$ cat src/rtl/fir_filter_mac.sv
`default_nettype none
// ============================================================================
//  Module      : fir_filter_mac
//  Description : TAPS-tap signed FIR filter built around one time-multiplexed
//                multiply-accumulate unit. Coefficients can be written at run
//                time. Input and output use valid/ready handshakes. The result
//                is rounded (half up) and saturated to DATA_W bits.
//  Revision    : 1.0 - initial release
// ----------------------------------------------------------------------------
//  Ports
//    clk         in   rising-edge clock
//    reset_n     in   asynchronous active-low reset
//    clear       in   synchronous flush of delay line / current operation
//    in_valid    in   input sample valid
//    in_ready    out  block can accept a sample (IDLE)
//    in_data     in   signed input sample
//    out_valid   out  filtered sample valid (OUT)
//    out_ready   in   downstream accepts the output
//    out_data    out  signed filtered sample
//    out_sat     out  out_data was clamped
//    coef_we     in   coefficient write strobe
//    coef_addr   in   coefficient index
//    coef_wdata  in   signed coefficient value
//    busy        out  MAC in progress
// ============================================================================
module fir_filter_mac #(
    parameter int DATA_W    = 16,
    parameter int COEF_W    = 16,
    parameter int TAPS      = 8,
    parameter int FRAC_BITS = 0,
    localparam int ADDR_W   = (TAPS > 1) ? $clog2(TAPS) : 1
) (
    input  logic              clk,
    input  logic              reset_n,
    input  logic              clear,
    input  logic              in_valid,
    output logic              in_ready,
    input  logic [DATA_W-1:0] in_data,
    output logic              out_valid,
    input  logic              out_ready,
    output logic [DATA_W-1:0] out_data,
    output logic              out_sat,
    input  logic              coef_we,
    input  logic [ADDR_W-1:0] coef_addr,
    input  logic [COEF_W-1:0] coef_wdata,
    output logic              busy
);

    localparam int PROD_W = DATA_W + COEF_W;
    // clog2(TAPS) guard bits keep the sum of TAPS full products from overflowing.
    localparam int ACC_W  = PROD_W + ADDR_W;

    localparam logic [1:0] S_IDLE = 2'd0;
    localparam logic [1:0] S_MAC  = 2'd1;
    localparam logic [1:0] S_OUT  = 2'd2;

    localparam logic signed [ACC_W-1:0] SAT_MAX =
        {{(ACC_W-DATA_W+1){1'b0}}, {(DATA_W-1){1'b1}}};
    localparam logic signed [ACC_W-1:0] SAT_MIN =
        {{(ACC_W-DATA_W+1){1'b1}}, {(DATA_W-1){1'b0}}};
    localparam logic [COEF_W-1:0]       COEF_ONE  = COEF_W'(1) << FRAC_BITS;
    localparam logic [ADDR_W:0]         TAPS_CNT  = (ADDR_W+1)'(TAPS);
    localparam logic [ADDR_W-1:0]       LAST_K    = ADDR_W'(TAPS - 1);

    logic [1:0]                r_state;
    logic [1:0]                w_next;
    logic signed [DATA_W-1:0]  r_samples [TAPS];
    logic signed [COEF_W-1:0]  r_coef    [TAPS];
    logic signed [ACC_W-1:0]   r_acc;
    logic [ADDR_W-1:0]         r_k;
    logic [DATA_W-1:0]         r_out_data;
    logic                      r_out_sat;

    logic signed [PROD_W-1:0]  w_prod;
    logic signed [ACC_W-1:0]   w_sum;
    logic signed [ACC_W-1:0]   w_shift;
    logic                      w_last;
    logic                      w_coef_wr;
    logic                      w_sat_hi;
    logic                      w_sat_lo;
    logic [DATA_W-1:0]         w_res;

    // ------------------------------------------------------------------
    // MAC datapath and result formation
    // ------------------------------------------------------------------
    assign w_prod = r_samples[r_k] * r_coef[r_k];
    assign w_sum  = r_acc + {{ADDR_W{w_prod[PROD_W-1]}}, w_prod};
    assign w_last = (r_k == LAST_K);

    generate
        if (FRAC_BITS > 0) begin : g_round
            localparam logic signed [ACC_W-1:0] HALF = ACC_W'(1) << (FRAC_BITS - 1);
            logic signed [ACC_W-1:0] w_round;
            assign w_round = w_sum + HALF;
            assign w_shift = w_round >>> FRAC_BITS;
        end else begin : g_no_round
            assign w_shift = w_sum;
        end
    endgenerate

    assign w_sat_hi = (w_shift > SAT_MAX);
    assign w_sat_lo = (w_shift < SAT_MIN);
    assign w_res    = w_sat_hi ? SAT_MAX[DATA_W-1:0] :
                      w_sat_lo ? SAT_MIN[DATA_W-1:0] :
                                 w_shift[DATA_W-1:0];

    // Coefficients are frozen during MAC so one output never mixes two sets.
    assign w_coef_wr = coef_we && (r_state != S_MAC) &&
                       ({1'b0, coef_addr} < TAPS_CNT);

    // ------------------------------------------------------------------
    // FSM: state register
    // ------------------------------------------------------------------
    always_ff @(posedge clk or negedge reset_n) begin
        if (!reset_n) begin
            r_state <= S_IDLE;
        end else begin
            r_state <= w_next;
        end
    end

    // ------------------------------------------------------------------
    // FSM: next-state logic
    // ------------------------------------------------------------------
    always_comb begin
        w_next = r_state;
        case (r_state)
            S_IDLE:  if (in_valid)  w_next = S_MAC;
            S_MAC:   if (w_last)    w_next = S_OUT;
            S_OUT:   if (out_ready) w_next = S_IDLE;
            default:                w_next = S_IDLE;
        endcase
        if (clear) begin
            w_next = S_IDLE;
        end
    end

    // ------------------------------------------------------------------
    // FSM: outputs
    // ------------------------------------------------------------------
    always_comb begin
        in_ready  = 1'b0;
        busy      = 1'b0;
        out_valid = 1'b0;
        case (r_state)
            S_IDLE:  in_ready  = 1'b1;
            S_MAC:   busy      = 1'b1;
            S_OUT:   out_valid = 1'b1;
            default: in_ready  = 1'b0;
        endcase
    end

    // ------------------------------------------------------------------
    // Delay line, accumulator, tap counter, output registers
    // ------------------------------------------------------------------
    always_ff @(posedge clk or negedge reset_n) begin
        if (!reset_n) begin
            for (int i = 0; i < TAPS; i++) begin
                r_samples[i] <= '0;
            end
            r_acc      <= '0;
            r_k        <= '0;
            r_out_data <= '0;
            r_out_sat  <= 1'b0;
        end else if (clear) begin
            for (int i = 0; i < TAPS; i++) begin
                r_samples[i] <= '0;
            end
            r_acc <= '0;
            r_k   <= '0;
        end else begin
            case (r_state)
                S_IDLE: begin
                    if (in_valid) begin
                        for (int i = TAPS - 1; i > 0; i--) begin
                            r_samples[i] <= r_samples[i-1];
                        end
                        r_samples[0] <= in_data;
                        r_acc        <= '0;
                        r_k          <= '0;
                    end
                end
                S_MAC: begin
                    r_acc <= w_sum;
                    r_k   <= r_k + 1'b1;
                    if (w_last) begin
                        r_out_data <= w_res;
                        r_out_sat  <= w_sat_hi | w_sat_lo;
                    end
                end
                default: begin
                end
            endcase
        end
    end

    // ------------------------------------------------------------------
    // Coefficient bank; clear leaves it untouched, reset restores identity
    // ------------------------------------------------------------------
    always_ff @(posedge clk or negedge reset_n) begin
        if (!reset_n) begin
            for (int i = 0; i < TAPS; i++) begin
                r_coef[i] <= '0;
            end
            r_coef[0] <= COEF_ONE;
        end else if (w_coef_wr) begin
            r_coef[coef_addr] <= coef_wdata;
        end
    end

    assign out_data = r_out_data;
    assign out_sat  = r_out_sat;

endmodule
`default_nettype wire
$ cat config.mk
export PLATFORM = sky130hd
export DESIGN_NAME = fir_filter_mac
export DESIGN_NICKNAME = d
export VERILOG_FILES = /design/src/rtl/fir_filter_mac.sv
export SDC_FILE = /design/constraint.sdc
export NUM_CORES = 1
export LEC_CHECK = 0
export CAP_MARGIN = 25
export CORE_UTILIZATION = 30
export DETAILED_ROUTE_END_ITERATION = 10
export SLEW_MARGIN = 20
export SYNTH_ARGS = -nofsm -noshare
export SYNTH_HDL_FRONTEND = slang
export SYNTH_SLANG_ARGS = --single-unit
export TNS_END_PERCENT = 30
$ cat constraint.sdc
create_clock -name clk -period 13.9 [get_ports clk]
set_input_delay 1.39 -clock clk [delete_from_list [all_inputs] [get_ports clk]]
set_output_delay 1.39 -clock clk [all_outputs]
set_load 0.01 [all_outputs]
==> results.yml <==
global_routing:
  antenna_found_initial: 4
  grt_pass1_vias: 18700
  grt_overflow_total: 0
  grt_start_max_net_pins: 178
  track_usage: 0.158
  grt_pass1_wl_mm: 108
cells_and_area:
  area_growth_pct: 12.5
  fin_nets: 2960
  final_util: 0.342
  drive_above_1_share: 0.136
  fill_cells: 8466
  final_cells: 3697
  design_area_um2: 28700
route:
  drcViolationCount: 0
  via_count: 18200
  wl_per_cell_um: 18.2
  viasPerCell: 4.91
  drt-pass1-iter-count: 5
  drtIter0Drc: 1323
  wirelength_mm: 67.3
  ant_nets: 0
floorplanning:
  initial_utilization: 0.304
  die_w_um: 294
  die_y_um: 294
  core-area_um2: 84000
  rows: 106
  die_area_um2: 86200
  pin_count: 61
worst_hold_path:
  hold_path_class: "flip-flop to flip-flop"
  min_from: "r_acc[16]"
clocking:
  postCtsHoldBufs: 0
  worstSkewPairLatency_ps: 570
  htreeDepth: 2
  cts_root_buffer: "clkbuf_16"
  clock_sinks: 313
  post_cts_resized: 0
  cts_buffer_depth: 3
  clk_pin_slew_ps: 60
  post-cts-setup-buffer-count: 0
  cts-buffers-inserted: 37
  cts_tree: "done"
logic_synthesis:
  yosysUniqueCellTypes: 74
  synth_area_um2: 25500
  synth_enable_flop_cells: 0
  synth_common_cells: "418 x nand2_1, 332 x inv_1, 312 x dfrtp_1"
  synth_seq_area_share: 0.307
  synth-seq-cells: 313
  syn_avg_cell_area_um2: 10.2
  synth_warnings: 0
  synth_top_cell_by_area: "dfrtp_1"
  synthesis.instances: 2510
  yosysMostFrequentCell: "nand2_1"
  yosys.area.top_type_share: 0.306
  ys.flop_type: "dfrtp_1"
  synthArstFlopShare: 1.00
  synth_nets: 2936
  ys_top_cells_by_area: "dfrtp_1 31%, fa_1 21%, mux2_2 6.7%"
run:
  max_cap_violations: 0
critical_path:
  cp_common_cell: "fa_1"
  regToRegStartpoint: "r_k[0]"
  critPathLaunch: "r_k[0]"
  worstSetupPathType: "flip-flop to flip-flop"
  end_kind: "flip-flop"
  critPathLaunchType: "flip-flop"
  cp.arrival_ps: 11560
  worst_path_max_delay_cell: "dfrtp_4"
  crit_fanout: 30
  cpPeakStageDelay_ps: 810
  required_ps: 14340
timing:
  drv_slew: 0
  hold_violations: 0
  tns_ps: 0
  timing.slew.headroom: 0.289
  whs_ps: 496
  rsz0062_at_grt: "false"
  fmax_mhz: 90.0
  period_share: 0.800
  tightest_slew_ps: 1040
  setup_violations: 0
  skew_ps: 28.4
  fin_crit_ps: 11120
placed_design:
  gp_congestion: 0.923
  hpwl_mm: 49.2
  port_buffers: 60
  post_dp_cell_area_um2: 27400
  dp_cells: 3627
power:
  power_density_nw_per_um2: 214
  p_leak_nw: 13.0
  vdd_drop_max_v: 0.000186
status:
  outcome: "finished, final reports clean"
-- logic make-up (layout without fill, tap and decap cells) --
logic type               Yosys count  count (layout)  share of synthesized area
adder cells (fa/ha/maj)          385             385                      0.266
buffers and inverters            446             498                     0.0661
flip-flops                       313             313                      0.307
AO/OA/AOI/OAI                    366             366                     0.0919
other                              0               1                          0
multiplexers                     243             243                      0.134
AND/OR/NAND/NOR                  688             688                      0.111
XOR/XNOR                          69              69                     0.0243
-- sequential cells by signal, summed over array words and instances (netlist names) --
name	cells
out_data	16
out_sat	1
r_acc	35
r_coef	128
r_k	3
r_samples	128
r_state	2
-- routing by layer --
layer	vias up	GRT usage	routed length, um
met1	9227	0.214	29700
li1	8309	-	-
met5	-	0	13
met2	509	0.254	31300
met3	119	0.0326	4420
met4	2	0.0485	1880
-- worst max-delay path: cells and delay by family, from the launching register on --
kind	cells	cell delay, ps
AO/OA/AOI/OAI	9	1810
XOR/XNOR	2	260
adder cells (fa/ha/maj)	8	3790
buffers and inverters	5	750
flip-flops	1	810
multiplexers	2	1120
AND/OR/NAND/NOR	9	2430
-- layout make-up --
class,instances,area [um2],share of cell area
multi-input cells,1751,16000,0.558
flip-flops and latches,313,7840,0.273
well taps,1134,1420,0.0494
inverters,332,1250,0.0434
clock buffers,54,1090,0.0379
repair buffers,99,951,0.0331
clock inverters,13,148,0.00514
diodes,1,2.50,0.0000871
-- cells in the final DEF, fill, tap and decap left out, drive strengths merged, types with 4 or more instances in the layout --
| master | count |
|---|---|
| and4 | 7 |
| and2 | 4 |
| xor2 | 14 |
| mux2 | 151 |
| nand2 | 418 |
| fa | 263 |
| clkinv | 5 |
| a22o | 32 |
| o211ai | 8 |
| clkdlybuf4s50 | 58 |
| or2 | 8 |
| nand3 | 12 |
| dfrtp | 312 |
| mux2i | 28 |
| buf | 41 |
| or3 | 5 |
| nor4 | 4 |
| nor3 | 15 |
| nor2b | 4 |
| mux4 | 64 |
| nand4 | 6 |
| a221o | 12 |
| a21o | 24 |
| a211oi | 8 |
| o21a | 6 |
| a31oi | 8 |
| o21ai | 35 |
| ha | 122 |
| clkbuf | 54 |
| nand2b | 14 |
| o31ai | 6 |
| nor2 | 177 |
| inv | 337 |
| o21bai | 9 |
| and3 | 6 |
| a21oi | 189 |
| xnor2 | 54 |
-- final timing paths --
| kind | end | slack [ps] | cells past startpoint |
|---|---|---|---|
| min in group asynchronous | out_data[4] | 780 | 1 |
| max reg2reg | out_data[9] | 2780 | 35 |
| max in group asynchronous | r_coef[112] | 11180 | 4 |
| min | r_acc[16] | 500 | 2 |
| min reg2reg | r_acc[16] | 500 | 2 |
| max | out_data[9] | 2780 | 35 |
-- stage by stage --
step / power, mW / worst slack, ps
CTS: 6.15 / 2770
floorplan: 4.09 / 3320
global placement: 5.08 / 2980
finish: 6.16 / 2780
detailed placement: 5.10 / 2800
global route: 6.71 / 1950
-- report_power, final --
group / switching [mW] / leakage, nW / internal, mW / total, mW
registers: 0.0697 / 4.11 / 1.03 / 1.10
clock network: 0.425 / 0.612 / 0.587 / 1.01
logic: 2.48 / 8.29 / 1.56 / 4.04
total: 2.98 / 13.0 / 3.18 / 6.16
Power figures use the tool's default switching activity.
==> patch 1, RTL diff (same flow settings) <==
Set the parameter `DATA_W` to 18 (it was 16).
--- a/src/rtl/fir_filter_mac.sv
+++ b/src/rtl/fir_filter_mac.sv
@@ -25,5 +25,5 @@
 // ============================================================================
 module fir_filter_mac #(
-    parameter int DATA_W    = 16,
+    parameter int DATA_W    = 18,
     parameter int COEF_W    = 16,
     parameter int TAPS      = 8,
Interface: changed (resized in_data and out_data); port bits go from 61 to 65. No check against the original RTL was run, so the function may have changed too.
==> patch 1 against the original RTL <==
- synthesized cell count increased by 9.1%
- count of clock-buffer cells in the layout is the same
- worst setup slack worse by 0.24 ns
- power grew 12%
- sequential share of layout area is 0.33 points lower
- routed wire length rose by 5.6%
- largest power group unchanged
- die area up 8.1%
- cell area rose by 7.7%
- clock skew rose by 0.017 ns
- combinational power increased by 15%
- synthesized area is 8.1% higher
- critical endpoint is now out_data[2]
- sequential cell count grew 20
- global-route usage shrank 0.35 points
- non-clock buffer count grew 2
==> patch 1: results (changes against the original RTL) <==
- The count of input and output buffers is 64 (+6.7%).
- The final instance count without filler cells is 3968 (+7.3%).
- The final worst clock skew is 0.0458 ns (+0.0174 ns).
- The measured slew at the worst slew-check pin is 1.04 ns (+0.00462 ns).
- The count of distinct cell types in the synthesized netlist is 78 (+5.4%).
- The total of fill cells in the finished design was 9085 (+7.3%).
- The post-placement cell count came to 3896 (+7.4%).
- The post-place setup slack came to 2.48 ns (-0.321 ns).
- The leakage power summed over all cells is 13.9 nW (+7.1%).
- The maximum vdd drop is 0.000161 V (-14%).
- After synthesis, the most frequently instantiated cells are 481 x sky130_fd_sc_hd__nand2_1, 363 x sky130_fd_sc_hd__inv_1, 332 x sky130_fd_sc_hd__dfrtp_1.
- The count of TritonRoute iterations in the first routing pass is 6 (+1).
- The total power divided by cell area was 223 mW/mm² (+3.9%).
- The run finished with clean final reports.
- The largest net degree at the start of global routing came to 186 (+4.5%).
- The number of global-route vias before repair was 20245 (+8.4%).
- The average cell area after synthesis is 10.1 µm² (-0.93%).
- The worst reg-to-reg path cell count is 39 (+11%).
- The total power is 0.00689 W (+12%).
- The total wire length is 71000 µm (+5.6%).
- The number of nets in the finished design is 3222 (+8.9%).
- The arrival time at the worst endpoint is 11.82 ns (+0.26 ns).
- The aggregate global-route resource usage is 15.5% (-0.35 points).
- The clock input transition at the sequential cells of the worst setup and hold paths is 0.06 ns (about the same).
- The area share of fa/ha/maj cells after synthesis is 26.8% (+0.17 points).
- The number of gates given a new drive strength after cts came to 0 (unchanged).
- The fraction of synthesized cell area in xor and xnor cells is 2.06% (-0.36 points).
- The maximum buffer depth of the clock tree was 3 (unchanged).
- The worst hold endpoint is r_acc[34].
- The CTS buffer count was 39 (+5.4%).
- The clock network power share is 15.6% (-0.8 points).
- The number of antenna violations at the first check in global routing came to 0 (-4).
- The first-pass GRT wire length is 115000 µm (+6.7%).
- The number of DRC markers after the initial detailed-route iteration is 1643 (+24%).
- The number of inserted diodes is 0 (-1).
- The cell area after placement is 0.0296 mm² (+7.7%).
- The number of vias per cell is 4.90 (-0.27%).
- In this run the worst setup path terminates at out_data[2].
- The HPWL after detailed placement is 52600 µm (+6.8%).
- Ranked by total cell area, the synthesized netlist is headed by sky130_fd_sc_hd__dfrtp_1 30%, sky130_fd_sc_hd__fa_1 21%, sky130_fd_sc_hd__nand2_1 6.5%.
- In the final layout, the registers with the most flip-flops are r_samples: 144 flops, r_coef: 128 flops, r_acc: 37 flops.
- The maximum clock frequency is 88.0 MHz (-2.1%).
- The sequential fraction of the synthesis area is 30.2% (-0.49 points).
- The worst hold path begins at r_acc[34].
- The share of layout cells above drive strength 1 is 13.0% (-0.55 points).
- The complex-gate fraction of the synthesized area is 9.24% (+0.050 points).
- The power in combinational cells is 0.00465 W (+15%).
- The mux contribution to synthesized area came to 12.9% (-0.49 points).
- The worst stage delay on the critical path was 0.89 ns (+0.08 ns).
- The final worst hold slack is 0.496 ns (-0.000394 ns).
- The routability-driven placement congestion ratio is 0.921 (-0.22%).
- The critical-path maximum fanout is 35 (+17%).
- The net switching power of the design is 0.00330 W (+11%).
-- patch 1: cell count changes after synthesis, sizes merged, moves of 6 or more --
cell,change
a21oi,+17
nor2b,+6
and2,+11
fa,+28
nand2,+64
dfrtp,+20
o21ai,+10
inv,+31
o21a,+10
-- patch 1: worst max-delay path, delay by kind of cell (launching register included) --
family                   cells  cell delay, ns
AO/OA/AOI/OAI               15            3.64
adder cells (fa/ha/maj)      8            3.22
multiplexers                 2            1.23
AND/OR/NAND/NOR              5            0.97
flip-flops                   1            0.89
buffers and inverters        7            0.88
XOR/XNOR                     2            0.36
-- patch 1: cell type report --
class / count / share of cell area [%]
inverter: 363 / 4.40
clock inverter: 16 / 0.740
timing repair buffer: 101 / 3.11
tap: 1176 / 4.76
clock buffer: 54 / 3.66
multi-input combinational: 1925 / 56.4
sequential: 333 / 27.0
-- patch 1: layer usage --
metal	part of all wire, %	global-route usage (%)
met5	0.072	0.413
met4	2.4	4.10
met3	5.7	2.96
met2	47	25.1
met1	45	21.1
==> patch 2, RTL diff (config.mk and constraints unchanged) <==
Without the edit above. Reset style: synchronous (`reset_n`), changed in 3 clocked blocks. Comments in the files are not updated.
--- a/src/rtl/fir_filter_mac.sv
+++ b/src/rtl/fir_filter_mac.sv
@@ -112,5 +112,5 @@
     // FSM: state register
     // ------------------------------------------------------------------
-    always_ff @(posedge clk or negedge reset_n) begin
+    always_ff @(posedge clk) begin
         if (!reset_n) begin
             r_state <= S_IDLE;
@@ -154,5 +154,5 @@
     // Delay line, accumulator, tap counter, output registers
     // ------------------------------------------------------------------
-    always_ff @(posedge clk or negedge reset_n) begin
+    always_ff @(posedge clk) begin
         if (!reset_n) begin
             for (int i = 0; i < TAPS; i++) begin
@@ -198,5 +198,5 @@
     // Coefficient bank; clear leaves it untouched, reset restores identity
     // ------------------------------------------------------------------
-    always_ff @(posedge clk or negedge reset_n) begin
+    always_ff @(posedge clk) begin
         if (!reset_n) begin
             for (int i = 0; i < TAPS; i++) begin
Check against the original RTL: differs if reset_n is asserted again (counterexample within 4 cycles, from zero or initial values and one cycle with reset_n low); with reset_n held inactive, the same outputs for 4 cycles.
==> patch 2 against the original RTL <==
- routed wire length decreased by 2.2%
- cell area about the same
- via count decreased by 2.8%
- synthesized area decreased by 0.43%
- sequential cell count increased by 3
- critical endpoint is now out_data[13]
- count of clock-buffer cells in the layout decreased by 3
- sequential share of layout area increased by 2.0 points
- worst setup slack got worse by 0.62 ns
- sequential power decreased by 4%
- non-clock buffer count increased by 13
- combinational power decreased by 30%
- power decreased by 21%
==> patch 2: results (changes against the original RTL) <==
- The run finished with clean final reports.
- The final instance count without filler cells is 3618 (-2.1%).
- The aggregate global-route resource usage is 15.4% (-0.42 points).
- The total overflow reported by the global router is 0 (unchanged).
- The share of total power consumed by net switching came to 44.7% (-3.7 points).
- The critical-path maximum fanout is 20 (-33%).
- The number of vias per cell is 4.88 (-0.71%).
- The clock root buffer master is sky130_fd_sc_hd__clkbuf_16.
- The number of gates given a new drive strength after cts is 0 (unchanged).
- The final worst clock skew is 0.0277 ns (-0.000696 ns).
- The measured slew at the worst slew-check pin came to 1.19 ns (+0.150 ns).
- At the later pin of the worst-skew pair, clock insertion delay measures 0.56 ns.
- The number of inserted diodes was 0 (-1).
- The leading register cell type out of synthesis is sky130_fd_sc_hd__edfxtp_1.
- The total wire length is 65800 µm (-2.2%).
- The path class of the tightest hold or removal check is reg -> reg.
- The worst stage delay on the critical path was 0.87 ns (+0.06 ns).
- The largest registers in the layout are r_coef: 128 flops, r_samples: 128 flops, r_acc: 35 flops.
- In the post-synthesis netlist, the biggest area contributors are sky130_fd_sc_hd__edfxtp_1 25%, sky130_fd_sc_hd__fa_1 21%, sky130_fd_sc_hd__dfxtp_1 8.5%.
- The complex-gate fraction of the synthesized area is 8.23% (-0.96 points).
- The routability-driven placement congestion ratio came to 0.911 (-1.3%).
- The mux contribution to synthesized area is 7.79% (-5.6 points).
- The HPWL after detailed placement came to 47800 µm (-2.7%).
- The fraction of registers with async set or reset after synthesis is 0% (-100 points).
- The fraction of synthesized cell area in xor and xnor cells is 2.06% (-0.37 points).
- The slowest cell on the critical path is sky130_fd_sc_hd__mux2i_1.
- The net count after synthesis is 2835 (-3.4%).
- The largest net degree at the start of global routing was 129 (-28%).
- The number of DRC markers after the initial detailed-route iteration is 1338 (+1.1%).
- The number of global-route vias before repair is 18012 (-3.6%).
- The maximum buffer depth of the clock tree is 3 (unchanged).
- The post-placement cell count is 3549 (-2.2%).
- The number of flops mapped to enable cells by yosys came to 208 (+208).
- The count of TritonRoute iterations in the first routing pass is 5 (unchanged).
- The share of layout cells above drive strength 1 was 8.78% (-4.8 points).
- The total number of H-tree levels came to 2 (unchanged).
- The leakage power summed over all cells came to 12.0 nW (-8.1%).
- The number of nets in the finished design is 2882 (-2.6%).
- The maximum vdd drop is 0.000146 V (-22%).
- The count of distinct cell types in the synthesized netlist came to 69 (-6.8%).
- The total of fill cells in the finished design is 8447 (-0.22%).
- The number of instances in the synthesized netlist came to 2409 (-4.0%).
- The number of antenna violations at the first check in global routing is 0 (-4).
- The sequential fraction of the synthesis area is 33.1% (+2.4 points).
- The area share of fa/ha/maj cells after synthesis is 26.7% (+0.12 points).
- The commonest cells after synthesis are 318 x sky130_fd_sc_hd__inv_1, 263 x sky130_fd_sc_hd__fa_1, 228 x sky130_fd_sc_hd__nor2_1.
- The first-pass GRT wire length is 104000 µm (-3.8%).
[patch 2: final timing paths]
path / to / depth (start not counted) / slack [ns] / start
hold / removal: r_acc[31] / 2 / 0.47 / r_acc[31]
setup / recovery: out_data[13] / 37 / 2.17 / register
setup reg to reg: out_data[13] / 37 / 2.17 / register
hold reg to reg: r_acc[31] / 2 / 0.47 / r_acc[31]
[patch 2: cells by family after synthesis]
group | Yosys count
buf+inv | 423
simple gates | 792
compound gates | 320
fa+ha+maj | 385
xor+xnor | 58
mux | 115
flops | 316
[patch 2: power by group through the flow]
stage	Clock, W	Sequential (W)	Combinational, W
finish	0.000995	0.00106	0.00283
global route	0.00105	0.00106	0.00318
CTS	0.00102	0.00106	0.00283
detailed placement	0	0.00108	0.00280
global placement	0	0.00108	0.00281
floorplan	0	0.00107	0.00214
[patch 2: through the flow]
step                      setup WS [ns]  cell area [µm²]  hold slack, ns  total power (W)
after CTS                          2.03            28700           0.470          0.00491
after floorplan                    2.69            25400           0.441          0.00321
after global placement             2.25            27400           0.457          0.00389
after global routing               1.47            28700           0.502          0.00530
after detailed placement           2.09            27500           0.460          0.00388
final                              2.17            28700           0.470          0.00489
[patch 2: cell type report]
cell class / instances / area (µm²) / area share [%]
clock buffers: 51 / 998 / 3.48
clock inverters: 16 / 220 / 0.767
inverters: 319 / 1200 / 4.17
multi-input cells: 1670 / 15500 / 53.8
flip-flops and latches: 316 / 8410 / 29.3
well taps: 1134 / 1420 / 4.94
repair buffers: 112 / 1000 / 3.50
[patch 2: critical path: cells and delay by family (launching register included)]
family                   cells  cell delay, ns
AND/OR/NAND/NOR              8            2.19
XOR/XNOR                     2            0.24
AO/OA/AOI/OAI               12            2.77
buffers and inverters        5            0.59
flip-flops                   1            0.60
adder cells (fa/ha/maj)      8            3.75
multiplexers                 2            1.43
[patch 2: metal layers]
| metal | global-route usage (%) | routed length [µm] | vias up |
|---|---|---|---|
| li1 | - | - | 8156 |
| met1 | 20.6 | 28800 | 8825 |
| met2 | 25.9 | 31400 | 549 |
| met3 | 2.08 | 3810 | 121 |
| met4 | 4.66 | 1740 | 0 |
| met5 | 0 | 0 | - |
